[src/rtl/serial_shifter_unit_pkg.sv]
// Shared definitions for the iterative shifter: op/state encodings and datapath widths.
// Latency: n/a (package only).
// Backpressure: n/a.
package shifter_pkg;

  localparam int WIDTH   = 32;
  localparam int SHAMT_W = 5;

  typedef enum logic [1:0] {
    OP_SLL  = 2'b00,
    OP_SRL  = 2'b01,
    OP_PASS = 2'b10,
    OP_SRA  = 2'b11
  } op_e;

  typedef enum logic [1:0] {
    S_IDLE  = 2'b00,
    S_SHIFT = 2'b01,
    S_DONE  = 2'b10
  } state_e;

  // Bits to move this cycle: the per-cycle step, or whatever remains if less.
  function automatic logic [SHAMT_W-1:0] step_amount(input logic [SHAMT_W-1:0] count,
                                                     input logic [SHAMT_W-1:0] step);
    return (count < step) ? count : step;
  endfunction

endpackage

[src/rtl/serial_shifter_unit_if.sv]
// Request/result bundle between the operand muxes and the shifter.
// Latency: n/a (wiring only).
// Backpressure: requester may only present start when ready=1; extra starts are dropped.
// Signals: start/op/shamt/In driven by the master; ready/busy/done/Out driven by the slave.
interface serial_shifter_unit_if;
  import shifter_pkg::*;

  logic               start;
  logic [1:0]         op;
  logic [SHAMT_W-1:0] shamt;
  logic [WIDTH-1:0]   In;
  logic               ready;
  logic               busy;
  logic               done;
  logic [WIDTH-1:0]   Out;

  modport master (
    output start, op, shamt, In,
    input  ready, busy, done, Out
  );

  modport slave (
    input  start, op, shamt, In,
    output ready, busy, done, Out
  );

endinterface

[src/rtl/serial_shifter_unit_shift_step.sv]
// Combinational single-step shifter: moves i_data by i_k positions according to i_op.
// Latency: 0 cycles (pure combinational).
// Backpressure: none.
// Ports: i_data operand, i_op shift kind, i_k distance, o_data shifted result.
module shift_step
  import shifter_pkg::*;
(
  input  logic [WIDTH-1:0]   i_data,
  input  op_e                i_op,
  input  logic [SHAMT_W-1:0] i_k,
  output logic [WIDTH-1:0]   o_data
);

  always_comb begin
    o_data = i_data;
    case (i_op)
      OP_SLL:  o_data = i_data << i_k;
      OP_SRL:  o_data = i_data >> i_k;
      // Arithmetic shift replicates bit 31, so the sign survives every partial step.
      OP_SRA:  o_data = WIDTH'($signed(i_data) >>> i_k);
      default: o_data = i_data;
    endcase
  end

endmodule

[src/rtl/serial_shifter_unit.sv]
// Iterative RV32I shifter (SLL/SRL/SRA/PASS), STEP bit positions per cycle.
// Latency: 1 + ceil(shamt/STEP) cycles from accept to the done pulse; 1 for shamt=0 or PASS.
// Backpressure: ready only in IDLE; start while busy is ignored, no queuing.
// Ports: clk, rst (async, active-high), bus (slave side of serial_shifter_unit_if).
module serial_shifter_unit
  import shifter_pkg::*;
#(
  parameter int STEP = 1
) (
  input  logic                  clk,
  input  logic                  rst,
  serial_shifter_unit_if.slave  bus
);

  generate
    if (!(STEP == 1 || STEP == 2 || STEP == 4 || STEP == 8)) begin : g_bad_step
      $error("serial_shifter_unit: STEP must be 1, 2, 4 or 8");
    end
  endgenerate

  localparam logic [SHAMT_W-1:0] STEP_K = SHAMT_W'(STEP);

  state_e             r_state, w_state_nxt;
  logic [SHAMT_W-1:0] r_count, w_count_nxt;
  op_e                r_op, w_op_nxt;
  logic [WIDTH-1:0]   r_out, w_out_nxt;
  logic               r_done;
  logic [SHAMT_W-1:0] w_k;
  logic [WIDTH-1:0]   w_shifted;

  assign w_k = step_amount(r_count, STEP_K);

  shift_step u_shift_step (
    .i_data (r_out),
    .i_op   (r_op),
    .i_k    (w_k),
    .o_data (w_shifted)
  );

  always_comb begin
    w_state_nxt = r_state;
    w_count_nxt = r_count;
    w_op_nxt    = r_op;
    w_out_nxt   = r_out;
    case (r_state)
      S_IDLE: begin
        if (bus.start) begin
          w_out_nxt   = bus.In;
          w_count_nxt = bus.shamt;
          w_op_nxt    = op_e'(bus.op);
          // Nothing to shift: go straight to the result cycle.
          if (bus.shamt == '0 || bus.op == OP_PASS) begin
            w_state_nxt = S_DONE;
          end else begin
            w_state_nxt = S_SHIFT;
          end
        end
      end
      S_SHIFT: begin
        w_out_nxt   = w_shifted;
        w_count_nxt = r_count - w_k;
        if (r_count == w_k) begin
          w_state_nxt = S_DONE;
        end
      end
      S_DONE: begin
        w_state_nxt = S_IDLE;
      end
      default: begin
        w_state_nxt = S_IDLE;
      end
    endcase
  end

  always_ff @(posedge clk or posedge rst) begin
    if (rst) begin
      r_state <= S_IDLE;
      r_count <= '0;
      r_op    <= OP_SLL;
      r_out   <= '0;
      r_done  <= 1'b0;
    end else begin
      r_state <= w_state_nxt;
      r_count <= w_count_nxt;
      r_op    <= w_op_nxt;
      r_out   <= w_out_nxt;
      // Registered copy of "in DONE" so done comes straight from a flop.
      r_done  <= (w_state_nxt == S_DONE);
    end
  end

  assign bus.ready = (r_state == S_IDLE);
  assign bus.busy  = (r_state != S_IDLE);
  assign bus.done  = r_done;
  assign bus.Out   = r_out;

endmodule

[src/flat_wrapper.sv]
// flat-port wrapper written by rule: the top's interface ports become plain ports
module serial_shifter_unit_flat import shifter_pkg::*;
#(
  parameter int STEP = 1
)
  (clk, rst, bus_start, bus_op, bus_shamt, bus_In, bus_ready, bus_busy, bus_done, bus_Out);
  serial_shifter_unit_if bus_i ();
  input  logic clk;
  input  logic rst;
  input wire logic [$bits(bus_i.start)-1:0] bus_start;
  input wire logic [$bits(bus_i.op)-1:0] bus_op;
  input wire logic [$bits(bus_i.shamt)-1:0] bus_shamt;
  input wire logic [$bits(bus_i.In)-1:0] bus_In;
  output wire logic [$bits(bus_i.ready)-1:0] bus_ready;
  output wire logic [$bits(bus_i.busy)-1:0] bus_busy;
  output wire logic [$bits(bus_i.done)-1:0] bus_done;
  output wire logic [$bits(bus_i.Out)-1:0] bus_Out;
  assign bus_i.start = bus_start;
  assign bus_i.op = bus_op;
  assign bus_i.shamt = bus_shamt;
  assign bus_i.In = bus_In;
  assign bus_ready = bus_i.ready;
  assign bus_busy = bus_i.busy;
  assign bus_done = bus_i.done;
  assign bus_Out = bus_i.Out;
  serial_shifter_unit #(.STEP(STEP)) u_core (.clk(clk), .rst(rst), .bus(bus_i));
endmodule
[config.mk]
export PLATFORM = sky130hd
export DESIGN_NAME = serial_shifter_unit_flat
export DESIGN_NICKNAME = d
export VERILOG_FILES = /design/src/rtl/serial_shifter_unit_pkg.sv /design/src/rtl/serial_shifter_unit_if.sv /design/src/rtl/serial_shifter_unit_shift_step.sv /design/src/rtl/serial_shifter_unit.sv /design/src/flat_wrapper.sv
export SDC_FILE = /design/constraint.sdc
export NUM_CORES = 1
export LEC_CHECK = 0
export BUFFER_PORTS_ARGS = -buffer_cell sky130_fd_sc_hd__buf_2
export CAP_MARGIN = 25
export CELL_PAD_IN_SITES_DETAIL_PLACEMENT = 1
export CELL_PAD_IN_SITES_GLOBAL_PLACEMENT = 1
export CORE_MARGIN = 2
export CORE_UTILIZATION = 35
export CTS_BUF_LIST = sky130_fd_sc_hd__clkbuf_4 sky130_fd_sc_hd__clkbuf_8
export DETAILED_ROUTE_END_ITERATION = 10
export HOLD_SLACK_MARGIN = 0.08
export PLACE_DENSITY = 0.79
export REMOVE_ABC_BUFFERS = 1
export SETUP_SLACK_MARGIN = 0.15
export SYNTH_ARGS = -nofsm -noshare
export SYNTH_HDL_FRONTEND = slang
export SYNTH_SLANG_ARGS = --single-unit
export TNS_END_PERCENT = 10
[constraint.sdc]
create_clock -name clk -period 2 [get_ports clk]
set_clock_uncertainty 0.05 [all_clocks]
set_input_delay 0.3 -clock clk [delete_from_list [all_inputs] [get_ports clk]]
set_output_delay 0.3 -clock clk [all_outputs]
set_load 0.005 [all_outputs]
==> flow_metrics.env, run 1 <==
export IMPL_clockPowerShare_pct=10.7
export IMPL_drtIter0Drc=157
export IMPL_grt_usage_pct=20.8
export IMPL_finalCoreUtilization_pct=49.7
export IMPL_switching_share_pct=44.1
export IMPL_clock_tree_buffer_depth=2
export IMPL_ioPinCount=77
export IMPL_gr_total_overflow=0
export IMPL_die_x_um=86.3
export IMPL_grt_max_degree=36
export IMPL_met1_usage_pct=26.0
export IMPL_area_delta_synth_final_pct=35.5
export IMPL_intPower_mw=3.46
export IMPL_dp_cells=408
export IMPL_die_area_um2=7450
export IMPL_synth_edf_count=0
export IMPL_initial_utilization_pct=36.7
export IMPL_num_vias=2438
export IMPL_wl_per_cell_um=19.2
export IMPL_nNetsFinal=396
export IMPL_r2r_start="u_core.r_count[4]"
export IMPL_core_area_um2=6460
export IMPL_dpl_hpwl_mm=5.25
export IMPL_holdPathStages=2
export IMPL_slew_viol_final=0
export IMPL_pwr_share_seq_pct=26.8
export IMPL_maxCapViolations=0
export IMPL_clk_pin_slew_ns=0.08
export IMPL_gr_usage_met2_pct=36.6
export IMPL_h_tree_depth=2
export IMPL_yosysWarnings=0
export IMPL_wl_mm=8.21
export IMPL_status="completed"
export IMPL_grt_setup_unrepaired="yes"
export IMPL_synth_top_flop_cell="dfrtp_1"
export IMPL_worst_pin_slew_ns=0.679
export IMPL_irDropWorstVdd_uv=621
export IMPL_grtUsageMet3_pct=5.33
export IMPL_cts_sinks=42
export IMPL_end_kind="flop"
export IMPL_num_rows=29
export IMPL_grt_pass1_wl_mm=12.3
export IMPL_firstDrtPassIters=4
export IMPL_ctsRootBufferMaster="clkbuf_8"
export IMPL_crit_type="flop to flop"
export IMPL_avgSynthCellArea_um2=9.26
export IMPL_period_needed_ns=1.86
export IMPL_layout_drive_gt1_share_pct=38.2
export IMPL_drcViolationCount=0
export IMPL_max_freq_mhz=539
export IMPL_relSlewSlack_pct=54.5
export IMPL_drtAntennaViolNets=0
export IMPL_stdcell_count=428
export IMPL_hold_path_class="input port to flop"
export IMPL_p_leak_nw=1.52
export IMPL_p_sw_mw=2.72
export IMPL_top_usage_layer="met2"
export IMPL_synth_seq_cells=42
export IMPL_post_route_period_util_pct=92.8
export IMPL_share_comb_of_total_power_pct=62.5
export IMPL_worstPathRequired_ns=2.13
export IMPL_reg2regPathDepth=7
export IMPL_critical_path_startpoint_type="flop"
export IMPL_powerDensity_nw_per_um2=1920
export IMPL_worstHoldEndpoint="u_core.bus.Out[26]"
export IMPL_diodes=0
export IMPL_syn_inst=256
export IMPL_die_h_um=86.3
export IMPL_antenna_found_initial=0
export IMPL_port_buffers=76
export IMPL_cts_made_buffers=5
export IMPL_power_mw=6.18
export IMPL_worst_ep_arrival_time_ns=1.99
export IMPL_critPathLaunch="u_core.r_count[4]"
export IMPL_critPathMaxFanout=10
export IMPL_holdCritStartpoint="bus_In[26]"
export IMPL_synth_seq_area_share_pct=44.4
export IMPL_routabilityCongestion=0.810
export IMPL_clkLatencyLatePin_ns=0.30
export IMPL_first_global_vias=2483
export IMPL_routed_via_density=5.70
export IMPL_ys_types=43
export IMPL_whs_ns=0.167
export IMPL_worst_r2r_endpoint="u_core.bus.Out[21]"
export IMPL_synthArstFlopShare_pct=100
export IMPL_hold_violations=0
export IMPL_finalSetupViolCount=0
export IMPL_finalSetupTns_ns=0
export IMPL_cts_tree="done"
export IMPL_synth_area_um2=2370
export IMPL_rrSetupSlack_ns=0.14
-- final cells by class --
cell class,count,area [µm²]
Multi-Input combinational cell,187,1230
Clock buffer,8,110
Fill cell,789,3250
Tap cell,77,96.3
Inverter,8,30.0
Timing Repair Buffer,106,688
Sequential cell,42,1050
-- state kept, by name, indices dropped and copies added, names as in the netlist --
name	flops
u_core.r_state	2
u_core.r_count	5
u_core.r_op	2
u_core.bus.Out	32
u_core.bus.done	1
-- stage by stage --
stage	worst slack [ns]	area, µm²
6_report	0.144	3210
3_5_place_dp	0.0128	2900
2_1_floorplan	-0.285	2250
5_1_grt	0.0931	3210
4_1_cts	0.135	3050
3_3_place_gp	0.138	2900
-- worst max-delay path by stage --
stage | to | slack, ns
2_1_floorplan | u_core.bus.Out[30] | -0.28
3_3_place_gp | u_core.r_count[4] | 0.14
3_5_place_dp | u_core.r_count[2] | 0.01
4_1_cts | u_core.bus.Out[1] | 0.14
5_1_grt | u_core.r_count[2] | 0.09
6_report | u_core.bus.Out[21] | 0.14
-- layer usage --
metal,part of all wire (%),vias up
li1,-,1120
met1,43,1234
met2,50,75
met3,6.3,9
met4,0.77,0
met5,0,-
-- cells in the final DEF, fill, tap and decap left out, types with 3 or more instances in the layout --
master / n
a21oi_1: 29
a221o_1: 29
buf_12: 3
buf_2: 76
buf_4: 22
clkbuf_8: 8
dfrtp_1: 41
inv_1: 6
nand2_1: 70
nor2_1: 7
-- timing repair --
item                       in CTS  in global routing
cloned                          0                  3
hold buffers                    1                  0
hold endpoints to repair       15                  0
buffers inserted                3                  5
gates resized for setup         3                 14
pin swaps                       2                  9
setup endpoints to repair       5                 33
-- logic make-up after synthesis --
kind of cell,share of synthesized area [%]
DFF,44.4
and+or+nand+nor,18.4
buffers and inverters,6.49
adders and majority gates,2.11
AOI/OAI and AO/OA,28.7
-- Yosys cell counts (2+ instances only) --
cell type / n / share of area [%]
clkbuf_1: 9 / 1.4
o21ai_0: 3 / 0.63
o2bb2ai_1: 2 / 0.74
o21bai_4: 2 / 1.6
nand4_1: 2 / 0.53
or2_2: 2 / 0.53
a211o_1: 2 / 0.74
a41oi_1: 2 / 0.74
dfrtp_1: 42 / 44
a22o_1: 2 / 0.74
buf_6: 6 / 2.9
nand2_1: 70 / 11
buf_2: 3 / 0.63
a21oi_1: 29 / 6.1
nand3_1: 2 / 0.42
nor2_1: 10 / 1.6
ha_1: 4 / 2.1
o22ai_1: 3 / 0.79
a221o_1: 29 / 12
inv_1: 8 / 1.3
nor2b_1: 2 / 0.53
-- worst max-delay path: stages, from the launching register on --
cell     delay [ns]
dfrtp_1        0.40
buf_4          0.14
buf_4          0.14
nor3_4         0.22
a211o_1        0.24
buf_4          0.21
a21oi_1        0.06
a221o_1        0.27
-- power by group through the flow --
stage / logic [mW] / clock network (mW) / registers, mW
after global routing: 4.19 / 0.701 / 1.71
after global placement: 3.14 / 0 / 1.64
final: 3.86 / 0.658 / 1.66
after CTS: 3.34 / 0.663 / 1.64
after floorplan: 1.85 / 0 / 1.62
after detailed placement: 3.25 / 0 / 1.66
Power figures use the tool's default switching activity.
==> run 2, diff against run 1 <==
Settings changed: BUFFER_PORTS_ARGS -buffer_cell sky130_fd_sc_hd__buf_2 to -buffer_cell sky130_fd_sc_hd__buf_4, CELL_PAD_IN_SITES_DETAIL_PLACEMENT 1 to 0, CELL_PAD_IN_SITES_GLOBAL_PLACEMENT 1 to 2, CORE_UTILIZATION 35 to 28, PLACE_DENSITY 0.79 to 0.8.
==> flow_metrics.env, run 2 (synthesized netlist as in run 1, its figures left out) <==
export IMPL_worst_ep_arrival_time_ns=1.97
export IMPL_die_h_um=96.0
export IMPL_irDropWorstVdd_uv=612
export IMPL_ctsRootBufferMaster="clkbuf_8"
export IMPL_h_tree_depth=2
export IMPL_antenna_found_initial=0
export IMPL_maxCapViolations=0
export IMPL_layout_commonest_cell="buf_4"
export IMPL_area_delta_synth_final_pct=45.7
export IMPL_grt_max_degree=36
export IMPL_clock_tree_buffer_depth=2
export IMPL_cts_sinks=42
export IMPL_routed_top_layer="met4"
export IMPL_ioPinCount=77
export IMPL_layout_common_cells="95 x buf_4, 70 x nand2_1, 41 x dfrtp_1"
export IMPL_critPathMaxFanout=7
export IMPL_finalSetupViolCount=0
export IMPL_drcViolationCount=0
export IMPL_routed_via_density=5.16
export IMPL_dr_wl_met2_mm=3.56
export IMPL_die_x_um=96.0
export IMPL_multi_input_area_um2=1240
export IMPL_worstPathRequired_ns=2.13
export IMPL_dp_cells=437
export IMPL_seq_area_um2=1050
export IMPL_crit_path_cell_trace="ha_4 -> nor2_1 -> a21o_4 -> o21bai_4 -> clkbuf_16 -> a221o_1"
export IMPL_end_kind="flop"
export IMPL_first_global_vias=2246
export IMPL_critical_path_startpoint_type="flop"
export IMPL_nNetsFinal=395
export IMPL_powerDensity_nw_per_um2=1840
export IMPL_stdcell_count=455
export IMPL_port_buffers=76
export IMPL_post_route_period_util_pct=91.6
export IMPL_wl_mm=7.62
export IMPL_grt_usage_pct=15.9
export IMPL_crit_family="compound AO/OA/AOI/OAI gates"
export IMPL_layout_drive_gt1_share_pct=38.9
export IMPL_die_area_um2=9220
export IMPL_cts_tree="done"
export IMPL_slew_viol_final=0
export IMPL_cp_slowest_cell="dfrtp_1"
export IMPL_worst_path_buf_inv=1
export IMPL_clkLatencyLatePin_ns=0.30
export IMPL_placed_area_um2=3150
export IMPL_drt_met1_wl_mm=3.56
export IMPL_gr_total_overflow=0
export IMPL_diodes=0
export IMPL_num_vias=2348
export IMPL_hold_path_class="input port to flop"
export IMPL_grt_setup_unrepaired="yes"
export IMPL_drtAntennaViolNets=0
export IMPL_p_leak_nw=1.57
export IMPL_status="completed"
export IMPL_cts_made_buffers=5
export IMPL_fin_area_um2=3450
export IMPL_wl_per_cell_um=16.8
export IMPL_drtIter0Drc=93
export IMPL_max_freq_mhz=546
export IMPL_critPathMaxStageDelay_ns=0.44
export IMPL_whs_ns=0.171
export IMPL_initial_utilization_pct=28.8
export IMPL_worst_pin_slew_ns=0.486
export IMPL_core_area_um2=8220
export IMPL_clk_pin_slew_ns=0.08
export IMPL_crit_type="flop to flop"
export IMPL_hold_violations=0
export IMPL_fillers=841
export IMPL_grt_pass1_wl_mm=11.3
export IMPL_period_needed_ns=1.83
export IMPL_num_rows=33
export IMPL_routabilityCongestion=0.841
export IMPL_firstDrtPassIters=4
export IMPL_largest_reg_flops=32
export IMPL_relSlewSlack_pct=67.5
export IMPL_dpl_hpwl_mm=4.95
export IMPL_wl_met3_um=420
run 2: cell types whose count changed in the layout (fill, tap and decap cells not counted), moves of 2 or more:
cell	previous run	this run
clkbuf_4	0	2
inv_2	1	3
buf_2	76	0
buf_4	22	95
clkbuf_8	8	5
run 2: layout make-up:
type                            count  area share, %
Clock inverter                      1          0.870
Sequential cell                    42           30.5
Timing Repair Buffer              105           25.7
Multi-Input combinational cell    187           35.9
Clock buffer                        7           2.43
Inverter                            8          0.870
Tap cell                          105           3.80
run 2: metal layers:
layer / up-vias / GRT usage [%]
met5: - / 0
met4: 0 / 4.64
met3: 6 / 2.90
met2: 68 / 25.3
met1: 1150 / 22.0
li1: 1124 / -
run 2: worst paths after layout:
kind,start,end,slack (ns),depth (start not counted)
worst max-delay path,u_core.r_op[0],u_core.bus.Out[7],0.17,6
worst min-delay path,bus_op[0],u_core.r_op[0],0.17,3
worst max register to register,u_core.r_op[0],u_core.bus.Out[7],0.17,6
worst min register to register,u_core.r_count[0],u_core.r_count[0],0.48,2
max in group asynchronous,rst,u_core.bus.Out[22],0.87,4
min in group asynchronous,rst,u_core.bus.Out[27],0.53,3
run 2: worst reg2reg max path: cells and delay by family, from the launching register on:
| family | cells | cell delay (ns) |
|---|---|---|
| AOI/OAI and AO/OA | 3 | 0.71 |
| DFF | 1 | 0.44 |
| adders and majority gates | 1 | 0.28 |
| buffers and inverters | 1 | 0.19 |
| and+or+nand+nor | 1 | 0.05 |
run 2: what timing repair did:
item,4_1_cts,5_1_grt
resized for setup,0,19
setup endpoints to repair,3,35
setup buffers,1,5
pin swaps,1,8
hold buffers,1,0
endpoints found under the hold margin,20,0
cloned,0,3
run 2: report_power, final:
group | switching (mW) | leakage [nW] | internal [mW]
Sequential | 0.431 | 0.529 | 1.24
Clock | 0.310 | 0.0593 | 0.401
Combinational | 1.91 | 0.987 | 2.06
run 2: metrics by stage:
stage               power (mW)  setup TNS [ns]  utilization, %  setup WS [ns]
detailed placement        5.10               0            38.3          0.115
floorplan                 3.47           -4.76               -         -0.285
global placement          5.07               0            38.3          0.187
CTS                       5.84               0            39.9          0.139
global route              6.87               0            42.0          0.104
finish                    6.36               0            42.0          0.168
